==> src/rtl/sgmii_pkg.sv <==
// Shared definitions for the SGMII/GMII receive path: CRC-32 constants,
// frame status bit positions, receive framer FSM states and preamble/SFD
// byte values, plus a byte-wide reflected CRC-32 step function.
package sgmii_pkg;

  // Reflected Ethernet CRC-32 polynomial, seed and good-frame residue.
  // The residue is the register value left after running the whole frame,
  // FCS included, through the un-inverted CRC.
  localparam logic [31:0] CRC_POLY    = 32'hEDB88320;
  localparam logic [31:0] CRC_INIT    = 32'hFFFFFFFF;
  localparam logic [31:0] CRC_RESIDUE = 32'hDEBB20E3;

  // Bit positions inside the 4-bit per-frame status word.
  localparam int STAT_CRC  = 0;
  localparam int STAT_RXER = 1;
  localparam int STAT_RUNT = 2;
  localparam int STAT_OVER = 3;

  // Preamble and start-of-frame delimiter bytes as seen on GMII.
  localparam logic [7:0] PREAMBLE_BYTE = 8'h55;
  localparam logic [7:0] SFD_BYTE      = 8'hD5;

  // Depth of the delay line that hides the trailing FCS from the MAC:
  // one payload byte plus four FCS bytes.
  localparam int DLY_DEPTH = 5;

  // Receive framer states; encoding is visible on the debug state port.
  typedef enum logic [1:0] {
    ST_IDLE     = 2'd0,
    ST_PREAMBLE = 2'd1,
    ST_DATA     = 2'd2,
    ST_DROP     = 2'd3
  } rx_state_e;

  // One byte of reflected CRC-32, data LSB first.
  function automatic logic [31:0] crc32_byte(input logic [31:0] crc,
                                             input logic [7:0]  data);
    logic [31:0] c;
    c = crc;
    for (int i = 0; i < 8; i++) begin
      if (c[0] ^ data[i]) begin
        c = (c >> 1) ^ CRC_POLY;
      end else begin
        c = c >> 1;
      end
    end
    return c;
  endfunction

endpackage

==> src/rtl/crc32_d8.sv <==
// Byte-wide CRC-32 register. Init has priority over enable so that a new
// frame can restart the CRC in the same cycle its SFD is recognised.
module crc32_d8
  import sgmii_pkg::*;
(
  input  logic        i_Clk,
  input  logic        i_Rst,
  input  logic        i_Init,
  input  logic        i_En,
  input  logic [7:0]  i8_Data,
  output logic [31:0] o32_Crc
);

  logic [31:0] crc_q;
  logic [31:0] crc_d;

  // Next CRC: reseed, fold in one byte, or hold.
  always_comb begin
    crc_d = crc_q;
    if (i_Init) begin
      crc_d = CRC_INIT;
    end else if (i_En) begin
      crc_d = crc32_byte(crc_q, i8_Data);
    end
  end

  // CRC register with synchronous reset to the seed value.
  always_ff @(posedge i_Clk) begin
    if (i_Rst) begin
      crc_q <= CRC_INIT;
    end else begin
      crc_q <= crc_d;
    end
  end

  assign o32_Crc = crc_q;

endmodule

==> src/rtl/gmii_rx_framer.sv <==
// GMII receive framer: strips preamble/SFD, delays data by five bytes so the
// FCS never reaches the MAC, and reports CRC, RxER, runt and oversize status
// with the last payload byte. Optional good/bad frame counters are built when
// GMII_RX_STATS_EN is defined.
//
// Handshake: there is no back-pressure. o_Valid is a single-clock pulse that
// qualifies o8_Data; o_Sof/o_Eof only ever assert together with o_Valid, and
// o4_Status is meaningful only while o_Eof is high (zero otherwise).
module gmii_rx_framer
  import sgmii_pkg::*;
#(
  parameter int MIN_LEN = 64,
  parameter int MAX_LEN = 1518
) (
  input  logic        i_Clk,
  input  logic        i_Rst,
  input  logic        i_Cke,
  input  logic [7:0]  i8_RxD,
  input  logic        i_RxDV,
  input  logic        i_RxER,
  output logic [7:0]  o8_Data,
  output logic        o_Valid,
  output logic        o_Sof,
  output logic        o_Eof,
  output logic [3:0]  o4_Status,
`ifdef GMII_RX_STATS_EN
  output logic [31:0] o32_GoodFrames,
  output logic [31:0] o32_BadFrames,
`endif
  output logic [1:0]  o2_DbgState
);

  localparam logic [10:0] CNT_SAT = 11'(MAX_LEN + 1);
  localparam logic [10:0] CNT_MIN = 11'(MIN_LEN);
  localparam logic [10:0] CNT_MAX = 11'(MAX_LEN);
  localparam logic [2:0]  HELD_FULL = 3'(DLY_DEPTH);

  rx_state_e                   state_q, state_d;
  logic [DLY_DEPTH-1:0][7:0]   line_q, line_d;
  logic [2:0]                  held_q, held_d;
  logic [10:0]                 cnt_q, cnt_d;
  logic                        rxer_q, rxer_d;
  logic                        first_q, first_d;

  logic [7:0]                  data_q, data_d;
  logic                        valid_q, valid_d;
  logic                        sof_q, sof_d;
  logic                        eof_q, eof_d;
  logic [3:0]                  status_q, status_d;

`ifdef GMII_RX_STATS_EN
  logic [31:0]                 good_q, good_d;
  logic [31:0]                 bad_q, bad_d;
`endif

  logic                        sfd_hit;
  logic                        crc_init;
  logic                        crc_en;
  logic [31:0]                 crc_val;
  logic [3:0]                  frame_status;

  crc32_d8 u_crc (
    .i_Clk   (i_Clk),
    .i_Rst   (i_Rst),
    .i_Init  (crc_init),
    .i_En    (crc_en),
    .i8_Data (i8_RxD),
    .o32_Crc (crc_val)
  );

  // Status of the frame that is ending, from the state left by its last byte.
  always_comb begin
    frame_status            = '0;
    frame_status[STAT_CRC]  = (crc_val != CRC_RESIDUE);
    frame_status[STAT_RXER] = rxer_q;
    frame_status[STAT_RUNT] = (cnt_q < CNT_MIN);
    frame_status[STAT_OVER] = (cnt_q > CNT_MAX);
  end

  // Next-state, delay line, counters and output pulses; only strobe cycles
  // move anything, all output pulses default low every clock.
  always_comb begin
    state_d  = state_q;
    line_d   = line_q;
    held_d   = held_q;
    cnt_d    = cnt_q;
    rxer_d   = rxer_q;
    first_d  = first_q;
    data_d   = '0;
    valid_d  = 1'b0;
    sof_d    = 1'b0;
    eof_d    = 1'b0;
    status_d = '0;
    sfd_hit  = 1'b0;
    crc_init = 1'b0;
    crc_en   = 1'b0;
`ifdef GMII_RX_STATS_EN
    good_d   = good_q;
    bad_d    = bad_q;
`endif

    if (i_Cke) begin
      unique case (state_q)
        ST_IDLE: begin
          // RxER without DV (false carrier etc.) is deliberately ignored.
          if (i_RxDV) begin
            if (i8_RxD == PREAMBLE_BYTE) begin
              state_d = ST_PREAMBLE;
            end else if (i8_RxD == SFD_BYTE) begin
              sfd_hit = 1'b1;
            end else begin
              state_d = ST_DROP;
            end
          end
        end

        ST_PREAMBLE: begin
          if (!i_RxDV) begin
            state_d = ST_IDLE;
          end else if (i8_RxD == SFD_BYTE) begin
            sfd_hit = 1'b1;
          end else if (i8_RxD != PREAMBLE_BYTE) begin
            state_d = ST_DROP;
          end
        end

        ST_DATA: begin
          if (i_RxDV) begin
            crc_en = 1'b1;
            line_d = {i8_RxD, line_q[DLY_DEPTH-1:1]};
            if (held_q != HELD_FULL) begin
              held_d = held_q + 3'd1;
            end
            if (cnt_q < CNT_SAT) begin
              cnt_d = cnt_q + 11'd1;
            end
            if (i_RxER) begin
              rxer_d = 1'b1;
            end
            // Line full: the oldest byte cannot be FCS any more, release it.
            if (held_q == HELD_FULL) begin
              valid_d = 1'b1;
              data_d  = line_q[0];
              sof_d   = first_q;
              first_d = 1'b0;
            end
          end else begin
            state_d = ST_IDLE;
            held_d  = '0;
            first_d = 1'b0;
            if (held_q == HELD_FULL) begin
              // line_q[0] is the last payload byte, [4:1] are the FCS.
              valid_d  = 1'b1;
              eof_d    = 1'b1;
              sof_d    = first_q;
              data_d   = line_q[0];
              status_d = frame_status;
`ifdef GMII_RX_STATS_EN
              if (frame_status == 4'b0000) begin
                good_d = good_q + 32'd1;
              end else begin
                bad_d = bad_q + 32'd1;
              end
`endif
            end else begin
              // Fewer than five bytes after SFD: nothing to deliver.
`ifdef GMII_RX_STATS_EN
              bad_d = bad_q + 32'd1;
`endif
            end
          end
        end

        ST_DROP: begin
          if (!i_RxDV) begin
            state_d = ST_IDLE;
          end
        end

        default: begin
          state_d = ST_IDLE;
        end
      endcase

      // SFD starts a fresh frame context whichever state found it.
      if (sfd_hit) begin
        state_d  = ST_DATA;
        crc_init = 1'b1;
        held_d   = '0;
        cnt_d    = '0;
        rxer_d   = 1'b0;
        first_d  = 1'b1;
      end
    end
  end

  // State, delay line, frame context and registered outputs.
  always_ff @(posedge i_Clk) begin
    if (i_Rst) begin
      state_q  <= ST_IDLE;
      line_q   <= '0;
      held_q   <= '0;
      cnt_q    <= '0;
      rxer_q   <= 1'b0;
      first_q  <= 1'b0;
      data_q   <= '0;
      valid_q  <= 1'b0;
      sof_q    <= 1'b0;
      eof_q    <= 1'b0;
      status_q <= '0;
    end else begin
      state_q  <= state_d;
      line_q   <= line_d;
      held_q   <= held_d;
      cnt_q    <= cnt_d;
      rxer_q   <= rxer_d;
      first_q  <= first_d;
      data_q   <= data_d;
      valid_q  <= valid_d;
      sof_q    <= sof_d;
      eof_q    <= eof_d;
      status_q <= status_d;
    end
  end

`ifdef GMII_RX_STATS_EN
  // Frame counters; they wrap naturally at 2^32.
  always_ff @(posedge i_Clk) begin
    if (i_Rst) begin
      good_q <= '0;
      bad_q  <= '0;
    end else begin
      good_q <= good_d;
      bad_q  <= bad_d;
    end
  end

  assign o32_GoodFrames = good_q;
  assign o32_BadFrames  = bad_q;
`endif

  assign o8_Data     = data_q;
  assign o_Valid     = valid_q;
  assign o_Sof       = sof_q;
  assign o_Eof       = eof_q;
  assign o4_Status   = status_q;
  assign o2_DbgState = state_q;

endmodule

==> config.mk <==
export PLATFORM = sky130hd
export DESIGN_NAME = gmii_rx_framer
export DESIGN_NICKNAME = d
export VERILOG_FILES = /design/src/rtl/sgmii_pkg.sv /design/src/rtl/crc32_d8.sv /design/src/rtl/gmii_rx_framer.sv
export SDC_FILE = /design/constraint.sdc
export NUM_CORES = 1
export LEC_CHECK = 0
export CAP_MARGIN = 20
export CORE_MARGIN = 10
export CORE_UTILIZATION = 59
export DETAILED_ROUTE_END_ITERATION = 8
export PLACE_DENSITY = 0.8
export SLEW_MARGIN = 20
export SYNTH_ARGS = -nofsm -noshare
export SYNTH_HDL_FRONTEND = slang
export SYNTH_SLANG_ARGS = --single-unit
export TNS_END_PERCENT = 30
==> constraint.sdc <==
create_clock -name i_Clk -period 2.5 [get_ports i_Clk]
set_input_delay 0.5 -clock i_Clk [delete_from_list [all_inputs] [get_ports i_Clk]]
set_output_delay 0.5 -clock i_Clk [all_outputs]
set_load 0.01 [all_outputs]
## Word level (Yosys, flattened, before mapping)

Cells that the tools add are included.

| word-level totals | value |
|---|---|
| input bits | 13 |
| logic and storage cells | 132 |
| output and inout bits | 17 |
| register bits after elaboration | 105 |

| operators by class | value |
|---|---|
| $add $sub $neg | 2 |
| order comparisons | 3 |
| muxes and demuxes | 59 |
| bitwise operators | 19 |
| reductions and logical operators | 17 |
| equality and inequality tests | 16 |

Operator list:

| cell | count |
|---|---|
| $mux 32 | 22 |
| $not 13->14 | 8 |
| $mux 11 | 4 |
| $ne 32x32->1 const B | 1 |
| $mux 1 | 19 |
| $mux 2 | 8 |
| $mux 3 | 4 |
| $ne 4x4->1 const B | 3 |
| $add 11x1->11 const B | 1 |
| $gt 11x11->1 const B | 1 |
| $lt 11x11->1 const B | 1 |
| $lt 11x7->1 const B | 1 |
| $reduce_and 3->1 | 3 |
| $eq 8x7->1 const B | 1 |
| $eq 8x8->1 const B | 1 |
| $ne 8x7->1 const B | 1 |
| $reduce_and 4->1 | 2 |
| $reduce_bool 2->1 | 4 |
| $reduce_or 4->1 | 2 |
| $xor 1x1->1 | 8 |
| $ne 3x1->1 const B | 2 |
| $ne 3x3->1 const B | 2 |
| $pmux 2 s3 | 1 |
| $reduce_and 6->1 | 1 |
| 11 further kinds | 15 |

## Logic depth before layout (Yosys ltp)

Gate-level depths: netlist of run 1.

| logic depth | value |
|---|---|
| depth in word-level cells | 35 |
| gate-level depth with buffers | 7 |
| gate-level depth less buffers | 7 |

## By module

From an unflattened synthesis of run 1, not the netlist that was laid out.

| unflattened totals | value |
|---|---|
| cell total of the unflattened synthesis | 539 |
| area total of the unflattened synthesis | 4698.3 um2 |

Modules (own cells, without submodules):

| module | cells each | times used | area each (um2) | sequential area each (um2) |
|---|---|---|---|---|
| gmii_rx_framer | 341 | 1 | 2859.0 | 1461.4 |
| crc32_d8 | 198 | 1 | 1839.3 | 640.6 |

## Worst setup path after synthesis of run 1

OpenSTA, ideal clock, no wires.

| timing path | value |
|---|---|
| path type | input to register |
| start | in i8_RxD[5] |
| end | reg cnt_q[9] |
| path buffers | 2 |
| data required time | 2.441 ns |
| setup slack | 0.523 ns |
| arrival time | 1.918 ns |
| stages | 6 |
| setup time | 0.059 ns |
| path through | nand4bb_1 > or4_1 > clkbuf_1 > buf_2 > a2111o_1 > nand2_1 |

| between the ends | value |
|---|---|
| word-level cells in the longest chain between the ends | 8 |
| elaborated cells on any way between the ends | 13 |
| those cells by class | eq/ne: 2; mux: 7; reduce/logical: 4 |

RTL lines:

| what | RTL line | source |
|---|---|---|
| start, declared | gmii_rx_framer.sv:18 | `input logic [7:0] i8_RxD,` |
| $eq 8x8->1 | gmii_rx_framer.sv:109, gmii_rx_framer.sv:120 |  |
| $mux 1 | gmii_rx_framer.sv:109, gmii_rx_framer.sv:120 |  |
| $mux 1 | gmii_rx_framer.sv:107 | `if (i8_RxD == PREAMBLE_BYTE) begin` |
| $mux 1 | gmii_rx_framer.sv:106 | `if (i_RxDV) begin` |
| $pmux 1 s2 * | gmii_rx_framer.sv:103 | `unique case (state_q)` |
| $mux 1 * | gmii_rx_framer.sv:102 | `if (i_Cke) begin` |
| $reduce_bool 2->1 (no line) | n/a |  |
| $reduce_and 4->1 (no line) | n/a |  |
| end signal, assigned | gmii_rx_framer.sv:215 | `cnt_q <= cnt_d;` |
| end, declared | gmii_rx_framer.sv:41 | `logic [10:0] cnt_q, cnt_d;` |

Mark *: on every way between the ends. The rest lies on a longest branch, timed or not. The select of a mux whose other input is x is not followed.
A chain may end at the register's enable or synchronous reset.

## Worst setup path in the final report of run 1

| timing path | value |
|---|---|
| start | in i8_RxD[4] |
| end | reg cnt_q[9] |

Same word-level chain as after synthesis.

==> results of run 1 <==
-- final cells by class --
type | instances | area [um2]
timing repair buffer | 59 | 540.5
inverter | 5 | 18.77
sequential | 105 | 2102
clock buffer | 10 | 137.6
multi-input combinational | 371 | 2366
tap | 102 | 127.6
clock inverter | 6 | 56.30
fill | 593 | 2298
-- cell usage in the layout, fill, tap and decap left out, types with 2 or more instances in the layout --
cell type        count
or3_1                4
xnor2_2              7
or4_1                2
nand2b_1             2
clkbuf_8            10
nor2_1               9
xor2_4               2
nand4b_1             5
clkdlybuf4s50_1     29
o211ai_1            31
mux2i_1              5
buf_4               28
and2_1              10
nor4_1               2
o2111ai_1            5
dfxtp_1            105
nand3_1              8
a2111o_1             5
xor2_1              21
nand2_1            124
o21ai_0              6
inv_8                2
inv_1                5
nor3_1               8
inv_6                2
nand3b_1             3
a21oi_1             50
ha_1                 3
nor2b_1              2
buf_12               2
and3_1               3
xnor2_1             36
-- per-stage QoR --
step	instance area [um2]	setup slack (ps)	utilization (%)
after floorplan	4589	523.1	-
after global placement	5155	22.56	67.41
after detailed placement	5155	-2.338	67.41
after CTS	5349	383.3	69.94
after global routing	5349	267.1	69.94
final	5349	346.0	69.94
-- power breakdown --
group | total [uW] | internal [uW] | leakage (uW) | switching (uW)
registers | 1730 | 1700 | 0.000849 | 28.2
logic | 551 | 274 | 0.00111 | 277
clock network | 1030 | 413 | 0.0000973 | 618
-- final timing paths --
kind,cells past startpoint,slack (ps),startpoint,end
max,6,350,i8_RxD[4],cnt_q[9]
min,1,420,cnt_q[10],o4_Status[2]
max reg2reg,5,740,u_crc.o32_Crc[0],u_crc.o32_Crc[19]
min reg2reg,1,420,cnt_q[10],o4_Status[2]
-- state kept, by name, summed over array words and instances, names as in the netlist --
| signal | count |
|---|---|
| cnt_q | 11 |
| first_q | 1 |
| held_q | 3 |
| line_q | 40 |
| o2_DbgState | 2 |
| o4_Status | 4 |
| o8_Data | 8 |
| o_Eof | 1 |
| o_Sof | 1 |
| o_Valid | 1 |
| rxer_q | 1 |
| u_crc.o32_Crc | 32 |
-- metal layers --
layer | vias to the layer above | share of wire [%] | wire [um]
met5 | - | 0 | 0
li1 | 1828 | - | -
met2 | 97 | 47 | 4539
met3 | 19 | 6.1 | 590
met4 | 0 | 1.7 | 165
met1 | 1707 | 45 | 4378
-- cells by family (layout without fill, tap and decap cells) --
family	count (synthesis)	count (layout)	synth area share [%]
compound gates	106	106	14.94
xor+xnor	68	68	15.65
fa+ha+maj	3	3	0.8180
buf+inv	33	80	2.835
flops	105	105	45.80
mux	5	5	1.091
simple gates	189	189	18.87
-- critical path, delay by kind of cell --
kind | cells | cell delay (ps)
AND/OR/NAND/NOR | 3 | 890
buffers and inverters | 2 | 710
AO/OA/AOI/OAI | 1 | 370
==> impl_metrics.ini, run 1 <==
[run_status]
status = finished clean

[floorplanning]
die_h_um = 108.2
dieWidth_um = 108.2
dieArea_um2 = 11710
initial_core_util_pct = 60.01
coreArea_um2 = 7647
io_pins = 30
num_rows = 32

[global_route]
met2_usage_pct = 27.07
grtUsageTotal_pct = 16.64
gr-total-overflow = 0
use_met3_pct = 4.402
grt_pass1_wl_mm = 15.97
grt_max_degree = 104
busiest_layer = met2
grt_pass1_vias = 3399
grtUsageMet1_pct = 20.72
antenna_found_initial = 0

[worst_setup_path]
path_cells = clkdlybuf4s50_1 > nand4bb_1 > or4_1 > buf_4 > a2111o_1 > nand2_1
setup.worst_path.class = input pin to flip-flop
slowest_stage = or4_1
slowest_delay_ps = 580
crit_path_end_kind = flip-flop
cp-start-kind = input pin
required_ps = 2820
worstPathMaxFanout = 12
crit_arrival_ps = 2470

[layout]
diodes = 0
fin_nets = 567
final_cells = 658
drive_gt1_share_pct = 10.79
synthToLayoutAreaGrowth_pct = 16.55

[routing]
ant_nets = 0
dr.first_iter.drc_count = 224
drt_wl_total_mm = 9.674
via_per_inst = 5.549
firstDrtPassIters = 5
drc = 0
drt-wirelength-per-cell_um = 14.70
vias = 3651

[sta]
period_needed_ps = 2154
finalCritPeriodShare_pct = 86.16
timing.final.max_slew_violations = 0
fmax_mhz = 464.2
hold_violations = 0
worstMarginPinSlew_ps = 540.8
fin_setup_tns_ps = 0
fin_worst_skew_ps = 10.25
max_slew_margin_pct = 63.69
finalHoldWorstSlack_ps = 422.9
grt_setup_unrepaired = false
setup_violations = 0

[clocking]
cts_hold_buf = 0
insertion_delay_ps = 370
root_buffer = clkbuf_8
cts_tree = done
ctsResizeCount = 0
numCtsBuffers = 9
post_cts_buffers = 0
htree_levels = 3
clock_path_buffers = 2
clkSlewWorstSetupHoldPaths_ps = 100
cts.sinks = 105

[hold_path]
hold_class = flip-flop to flip-flop

[logic_synthesis]
synthesis.area_um2 = 4589
synth_commonest_cells = 124 x nand2_1, 105 x dfxtp_1, 50 x a21oi_1
synth_cells = 509
ys_async_sr_fraction_pct = 0
yosys.area.top_type = dfxtp_1
syn-num-nets = 525
ys_seq_area_share_pct = 45.80
yosys-top-cells-area = dfxtp_1 46%, nand2_1 10%, xnor2_1 6.9%
synth_seq_cells = 105
synth_top_area_share_pct = 45.80
syn_area_per_cell_um2 = 9.017
synthFlopType = dfxtp_1
yosysWarnings = 0
synth_most_common_cell = nand2_1
ys_types = 46
synth_edf_count = 0

[power_and_ir_drop]
p_leak_uw = 0.002053
peakVddDrop_v = 0.0003914
power_uw = 3307
power.density_nw_per_um2 = 618.3

[placement]
post-place-cells = 642
dp_hpwl_mm = 6.595
port_buffers = 29
routabilityCongestion = 0.8989

[run]
max-cap-violations = 0
Note: power is estimated with default switching activity, not from simulation.
==> run 2, diff against run 1 <==
- HOLD_SLACK_MARGIN: default -> 0.15
==> results of run 2 <==
The final DEF is identical to that of run 1; final timing and power are the same.
